<file path="src/rtl/ekf_stage_sequencer.sv">
// Host-side initiator for the EKF core stage handshake: one PRD per odometry
// command, then ASSOC followed by UPD or NEW for each queued observation.
module ekf_stage_sequencer #(
  parameter int DW      = 32,
  parameter int FIFO_AW = 3,
  parameter int VAL_CYC = 2,
  parameter int TIMEOUT = 4096,
  parameter int LM_W    = 10
) (
  input  logic            clk,
  input  logic            sys_rst,
  input  logic            odo_val,
  output logic            odo_rdy,
  input  logic [DW-1:0]   odo_vlr,
  input  logic [DW-1:0]   odo_alpha,
  input  logic            obs_val,
  output logic            obs_rdy,
  input  logic [DW-1:0]   obs_rk,
  input  logic [DW-1:0]   obs_phi,
  output logic [2:0]      stage_val,
  input  logic [2:0]      stage_rdy,
  input  logic            assoc_new,
  output logic [DW-1:0]   vlr,
  output logic [DW-1:0]   alpha,
  output logic [DW-1:0]   rk,
  output logic [DW-1:0]   phi,
  output logic [LM_W-1:0] landmark_num,
  output logic            busy,
  output logic            timeout_err
);

  localparam int DEPTH = 1 << FIFO_AW;
  localparam int VW    = $clog2(VAL_CYC + 1);
  localparam int TW    = $clog2(TIMEOUT + 1);

  localparam logic [2:0] STG_IDLE  = 3'd0;
  localparam logic [2:0] STG_PRD   = 3'd1;
  localparam logic [2:0] STG_NEW   = 3'd2;
  localparam logic [2:0] STG_UPD   = 3'd3;
  localparam logic [2:0] STG_ASSOC = 3'd4;

  localparam logic [FIFO_AW:0] FULL_CNT = {1'b1, {FIFO_AW{1'b0}}};
  localparam logic [VW-1:0]    VAL_LAST = VW'(VAL_CYC - 1);
  localparam logic [TW-1:0]    TO_LAST  = TW'(TIMEOUT - 1);

  typedef enum logic [3:0] {
    S_IDLE,
    S_POP,
    S_PRD_ISSUE,
    S_PRD_WAIT,
    S_ASSOC_ISSUE,
    S_ASSOC_WAIT,
    S_UPD_ISSUE,
    S_UPD_WAIT,
    S_NEW_ISSUE,
    S_NEW_WAIT,
    S_ERR
  } state_t;

  state_t state, state_n;

  logic [2*DW-1:0]  mem [DEPTH];
  logic [FIFO_AW-1:0] wr_ptr, rd_ptr;
  logic [FIFO_AW:0]   count;
  logic full, empty, push, pop;

  logic [VW-1:0] val_cnt;
  logic [TW-1:0] to_cnt;
  logic val_last, to_done, is_issue, is_wait, odo_hs;

  assign full     = (count == FULL_CNT);
  assign empty    = (count == '0);
  assign obs_rdy  = !full && !sys_rst;
  assign push     = obs_val && obs_rdy;
  assign pop      = (state == S_POP);
  assign odo_rdy  = (state == S_IDLE) && !sys_rst;
  assign odo_hs   = odo_val && odo_rdy;
  assign busy     = (state != S_IDLE);
  assign timeout_err = (state == S_ERR);
  assign val_last = (val_cnt == VAL_LAST);
  assign to_done  = (to_cnt == TO_LAST);
  assign is_issue = state inside {S_PRD_ISSUE, S_ASSOC_ISSUE, S_UPD_ISSUE, S_NEW_ISSUE};
  assign is_wait  = state inside {S_PRD_WAIT, S_ASSOC_WAIT, S_UPD_WAIT, S_NEW_WAIT};

  always_ff @(posedge clk or posedge sys_rst) begin
    if (sys_rst) begin
      state <= S_IDLE;
    end else begin
      state <= state_n;
    end
  end

  // Odometry wins over queued observations; a completion is only honoured in WAIT.
  always_comb begin
    state_n   = state;
    stage_val = STG_IDLE;
    case (state)
      S_IDLE: begin
        if (odo_val)     state_n = S_PRD_ISSUE;
        else if (!empty) state_n = S_POP;
      end
      S_POP: state_n = S_ASSOC_ISSUE;
      S_PRD_ISSUE: begin
        stage_val = STG_PRD;
        if (val_last) state_n = S_PRD_WAIT;
      end
      S_PRD_WAIT: begin
        if (stage_rdy == STG_PRD) state_n = S_IDLE;
        else if (to_done)         state_n = S_ERR;
      end
      S_ASSOC_ISSUE: begin
        stage_val = STG_ASSOC;
        if (val_last) state_n = S_ASSOC_WAIT;
      end
      S_ASSOC_WAIT: begin
        if (stage_rdy == STG_ASSOC) state_n = assoc_new ? S_NEW_ISSUE : S_UPD_ISSUE;
        else if (to_done)           state_n = S_ERR;
      end
      S_UPD_ISSUE: begin
        stage_val = STG_UPD;
        if (val_last) state_n = S_UPD_WAIT;
      end
      S_UPD_WAIT: begin
        if (stage_rdy == STG_UPD) state_n = S_IDLE;
        else if (to_done)         state_n = S_ERR;
      end
      S_NEW_ISSUE: begin
        stage_val = STG_NEW;
        if (val_last) state_n = S_NEW_WAIT;
      end
      S_NEW_WAIT: begin
        if (stage_rdy == STG_NEW) state_n = S_IDLE;
        else if (to_done)         state_n = S_ERR;
      end
      S_ERR:   state_n = S_ERR;
      default: state_n = S_IDLE;
    endcase
  end

  // The timeout counter is parked at zero through ISSUE so each WAIT starts fresh.
  always_ff @(posedge clk or posedge sys_rst) begin
    if (sys_rst) begin
      val_cnt <= '0;
      to_cnt  <= '0;
    end else if (is_issue) begin
      val_cnt <= val_last ? '0 : val_cnt + VW'(1);
      to_cnt  <= '0;
    end else if (is_wait) begin
      val_cnt <= '0;
      to_cnt  <= to_cnt + TW'(1);
    end else begin
      val_cnt <= '0;
      to_cnt  <= '0;
    end
  end

  always_ff @(posedge clk or posedge sys_rst) begin
    if (sys_rst) begin
      wr_ptr <= '0;
      rd_ptr <= '0;
      count  <= '0;
    end else begin
      if (push) wr_ptr <= wr_ptr + 1'b1;
      if (pop)  rd_ptr <= rd_ptr + 1'b1;
      if (push && !pop)      count <= count + 1'b1;
      else if (pop && !push) count <= count - 1'b1;
    end
  end

  always_ff @(posedge clk) begin
    if (push) mem[wr_ptr] <= {obs_rk, obs_phi};
  end

  always_ff @(posedge clk or posedge sys_rst) begin
    if (sys_rst) begin
      vlr          <= '0;
      alpha        <= '0;
      rk           <= '0;
      phi          <= '0;
      landmark_num <= '0;
    end else begin
      if (odo_hs) begin
        vlr   <= odo_vlr;
        alpha <= odo_alpha;
      end
      if (pop) {rk, phi} <= mem[rd_ptr];
      if (state == S_NEW_WAIT && stage_rdy == STG_NEW && landmark_num != '1)
        landmark_num <= landmark_num + LM_W'(1);
    end
  end

endmodule

</file>
<file path="config.mk">
export PLATFORM = sky130hd
export DESIGN_NAME = ekf_stage_sequencer
export DESIGN_NICKNAME = d
export VERILOG_FILES = /design/src/rtl/ekf_stage_sequencer.sv
export SDC_FILE = /design/constraint.sdc
export NUM_CORES = 1
export LEC_CHECK = 0
export BUFFER_PORTS_ARGS = -buffer_cell sky130_fd_sc_hd__buf_2
export CAP_MARGIN = 5
export CORE_ASPECT_RATIO = 1.1
export CORE_UTILIZATION = 25
export CTS_CLUSTER_SIZE = 16
export DETAILED_ROUTE_END_ITERATION = 12
export SETUP_SLACK_MARGIN = 0.4
export SLEW_MARGIN = 10
export SYNTH_ARGS = -nofsm -noshare
export SYNTH_HDL_FRONTEND = slang
export SYNTH_SLANG_ARGS = --single-unit
</file>
<file path="constraint.sdc">
create_clock -name clk -period 7.5 [get_ports clk]
set_input_delay 0.375 -clock clk [delete_from_list [all_inputs] [get_ports clk]]
set_output_delay 0.375 -clock clk [all_outputs]
set_load 0.02 [all_outputs]
</file>
==> reports/results.tsv <==
metric	value	unit
n_fill_cell	9982	
port_buffers	280	
layout-drive-gt1-share	35.4	%
skew	21.3	ps
num_vias	13600	
start_kind	flop	
ys.flop_type	edfxtp_1	
layout-area-overhead-vs-synth	24.3	%
violations	negative hold slack	
synth_most_common_cell	edfxtp_1	
rsz0062_at_grt	no	
die_area	106000	sq um
syn_inst	1308	
clock-sinks	679	
fmax	302	MHz
timing.slew.headroom	20.7	%
grt_remaining_overflow	0	
run_status	finished, violations left	
setup_ws	4180	ps
grt_first_pass_wirelength	94.5	mm
crit_arrival	3550	ps
ys_warn_count	0	
crit_buf_inv	2	
min_path_type	input pin to async pin	
critPathCaptureType	flop	
synth-edff-count	512	
final_cells	3158	
cp_common_cell	buf_4	
finalSetupViolCount	0	
cts_repair_resize_count	0	
max-clock-path-buffers	3	
cts_root_buffer	clkbuf_16	
ff_latch_area	19600	sq um
finalCritPeriodShare	44.2	%
crit_slowest_cell	nor2_4	
seq_area_frac_synth	74.7	%
tightestPinTransition	1190	ps
place.gp.congestion	0.796	
num_rows	124	
power	12.4	mW
grt.total_usage	11.8	%
post-cts-setup-buffers	0	
cts_tree	yes	
synth_common_cells	512 x edfxtp_1, 167 x dfrtp_1, 128 x mux4_2	
cpPeakStageDelay	920	ps
ant_nets	0	
drtIter0Drc	825	
critical_path.cell_chain	nor3_1 -> a211oi_1 -> buf_4 -> nand2b_1 -> nor2_4 -> buf_4	
start_util	25.2	%
coreArea	104000	sq um
cp_top_family	simple AND/OR/NAND/NOR gates	
final_nets	1853	
utilization	31.3	%
fp.dieW	311	um
critical_path_class	flop to flop	
cap_violations	0	
grt_max_degree	112	
dr.pass1.iters	5	
dieHeight	341	um
ys_ff_latch	679	
yosys.area.top_type	edfxtp_1	
maxSlewViolCount	0	
dp_slack	4130	ps
leakage	11.8	nW
dpl-instance-area	29200	sq um
wl	62.8	mm
timing.setup.tns	0	ps
ir_worst_vdd	228	uV
hold_viol	7	
drc_errors	0	
clk_pin_slew	60	ps
multi_input_comb_area	6300	sq um
htreeDepth	3	
cts_buffers	75	
via_per_inst	4.29	
holdWs	-8.39	ps
hpwlAfterDp	37.5	mm
synth_fp_nets	1452	
synthArstFlopShare	24.6	%
place_inst	2931	
postSynthAreaPerCell	20.0	sq um
synth_area_leaders	edfxtp_1 59%, dfrtp_1 16%, mux4_2 11%, mux2_4 3.4%, mux2i_1 2.5%	
design_area	32500	sq um
clk_latency	620	ps
synth.cell_area	26200	sq um
cp.required	7730	ps
grt_antenna_before_repair	19	
yosys.cell_types.count	51	
netlist.area_leader.share	58.7	%
crit_path_max_fanout	34	
grt_pass1_vias	14700	
fin_crit	3320	ps
wl_per_cell	19.9	um
cellPowerDensity	380	nW/um^2
ios	281	
## final cells by class
| type | count | share of cell area, % |
|---|---|---|
| Inverter | 7 | 0.104 |
| Multi-Input combinational cell | 559 | 19.4 |
| Sequential cell | 679 | 60.2 |
| Timing Repair Buffer | 387 | 7.45 |
| Clock buffer | 96 | 6.17 |
| Antenna cell | 2 | 0.0154 |
| Clock inverter | 42 | 1.42 |
| Tap cell | 1386 | 5.33 |
## layout by cell type (no fill, tap or decap), drive strengths merged, types with 2 or more instances in the layout
| cell type | instances |
|---|---|
| and3 | 2 |
| mux2 | 70 |
| nand2b | 8 |
| and2 | 3 |
| nand4 | 5 |
| nand3 | 10 |
| clkinv | 24 |
| mux2i | 66 |
| mux4 | 128 |
| ha | 7 |
| dfrtp | 167 |
| buf | 300 |
| a211oi | 2 |
| a21oi | 71 |
| and4 | 3 |
| diode | 2 |
| nor4b | 3 |
| clkbuf | 96 |
| nor3 | 10 |
| nor4 | 4 |
| edfxtp | 512 |
| a21o | 2 |
| nor2 | 97 |
| dlygate4sd3 | 87 |
| nor2b | 3 |
| bufinv | 8 |
| nand2 | 15 |
| clkinvlp | 2 |
| o21ai | 3 |
| xnor2 | 12 |
| inv | 15 |
| nor3b | 5 |
| xor2 | 13 |
| or4 | 3 |
## worst register-to-register path: cells and delay by family (launching register included)
| kind | cells | cell delay (ps) |
|---|---|---|
| buffers and inverters | 2 | 940 |
| AOI/OAI and AO/OA | 1 | 280 |
| and+or+nand+nor | 3 | 1270 |
| DFF | 1 | 430 |
## layer usage
metal  part of all wire (%)  GRT usage, %  vias up
li1                       -             -     6009
met1                     43          14.9     7018
met2                     49          19.9      396
met3                    6.6          3.39      105
met4                    1.7          2.95       22
met5                   0.22             0        -
## cell families (layout without fill, tap and decap cells)
| family | after synthesis | in the layout | share of synthesized area [%] |
|---|---|---|---|
| AND/OR/NAND/NOR | 174 | 174 | 3.31 |
| other | 0 | 2 | 0 |
| XOR/XNOR | 25 | 25 | 0.837 |
| flip-flops | 679 | 679 | 74.7 |
| buffers and inverters | 70 | 532 | 1.48 |
| AO/OA/AOI/OAI | 88 | 88 | 1.85 |
| adder cells (fa/ha/maj) | 8 | 8 | 0.411 |
| multiplexers | 264 | 264 | 17.4 |
## registers in the layout, indices dropped and copies added, names as in the netlist, 4 cells and up
register / cells
state: 4
alpha: 32
to_cnt: 13
vlr: 32
phi: 32
landmark_num: 10
mem: 512
rk: 32
count: 4
## path summary, 6_finish.rpt
check	startpoint	endpoint	slack, ps	depth (start not counted)
max in group asynchronous	sys_rst	state[3]	6060	3
worst min register to register	val_cnt[0]	val_cnt[0]	450	1
worst max register to register	count[0]	mem[2][32]	4180	6
min in group clk	obs_phi[9]	mem[4][9]	40	1
worst min-delay path	sys_rst	alpha[10]	-8	2
worst max-delay path	count[0]	mem[2][32]	4180	6
## what timing repair did
item	CTS	global route
endpoints found under the setup margin	0	0
hold buffers	87	0
hold endpoints to repair	177	0
## where the power goes
part           switching [mW]  leakage (nW)  internal, mW
sequential              0.490          6.61          4.68
clock                    1.50          1.20          2.18
combinational            1.90          3.98          1.60
total                    3.89          11.8          8.46
Note: power is estimated with default switching activity, not from simulation.
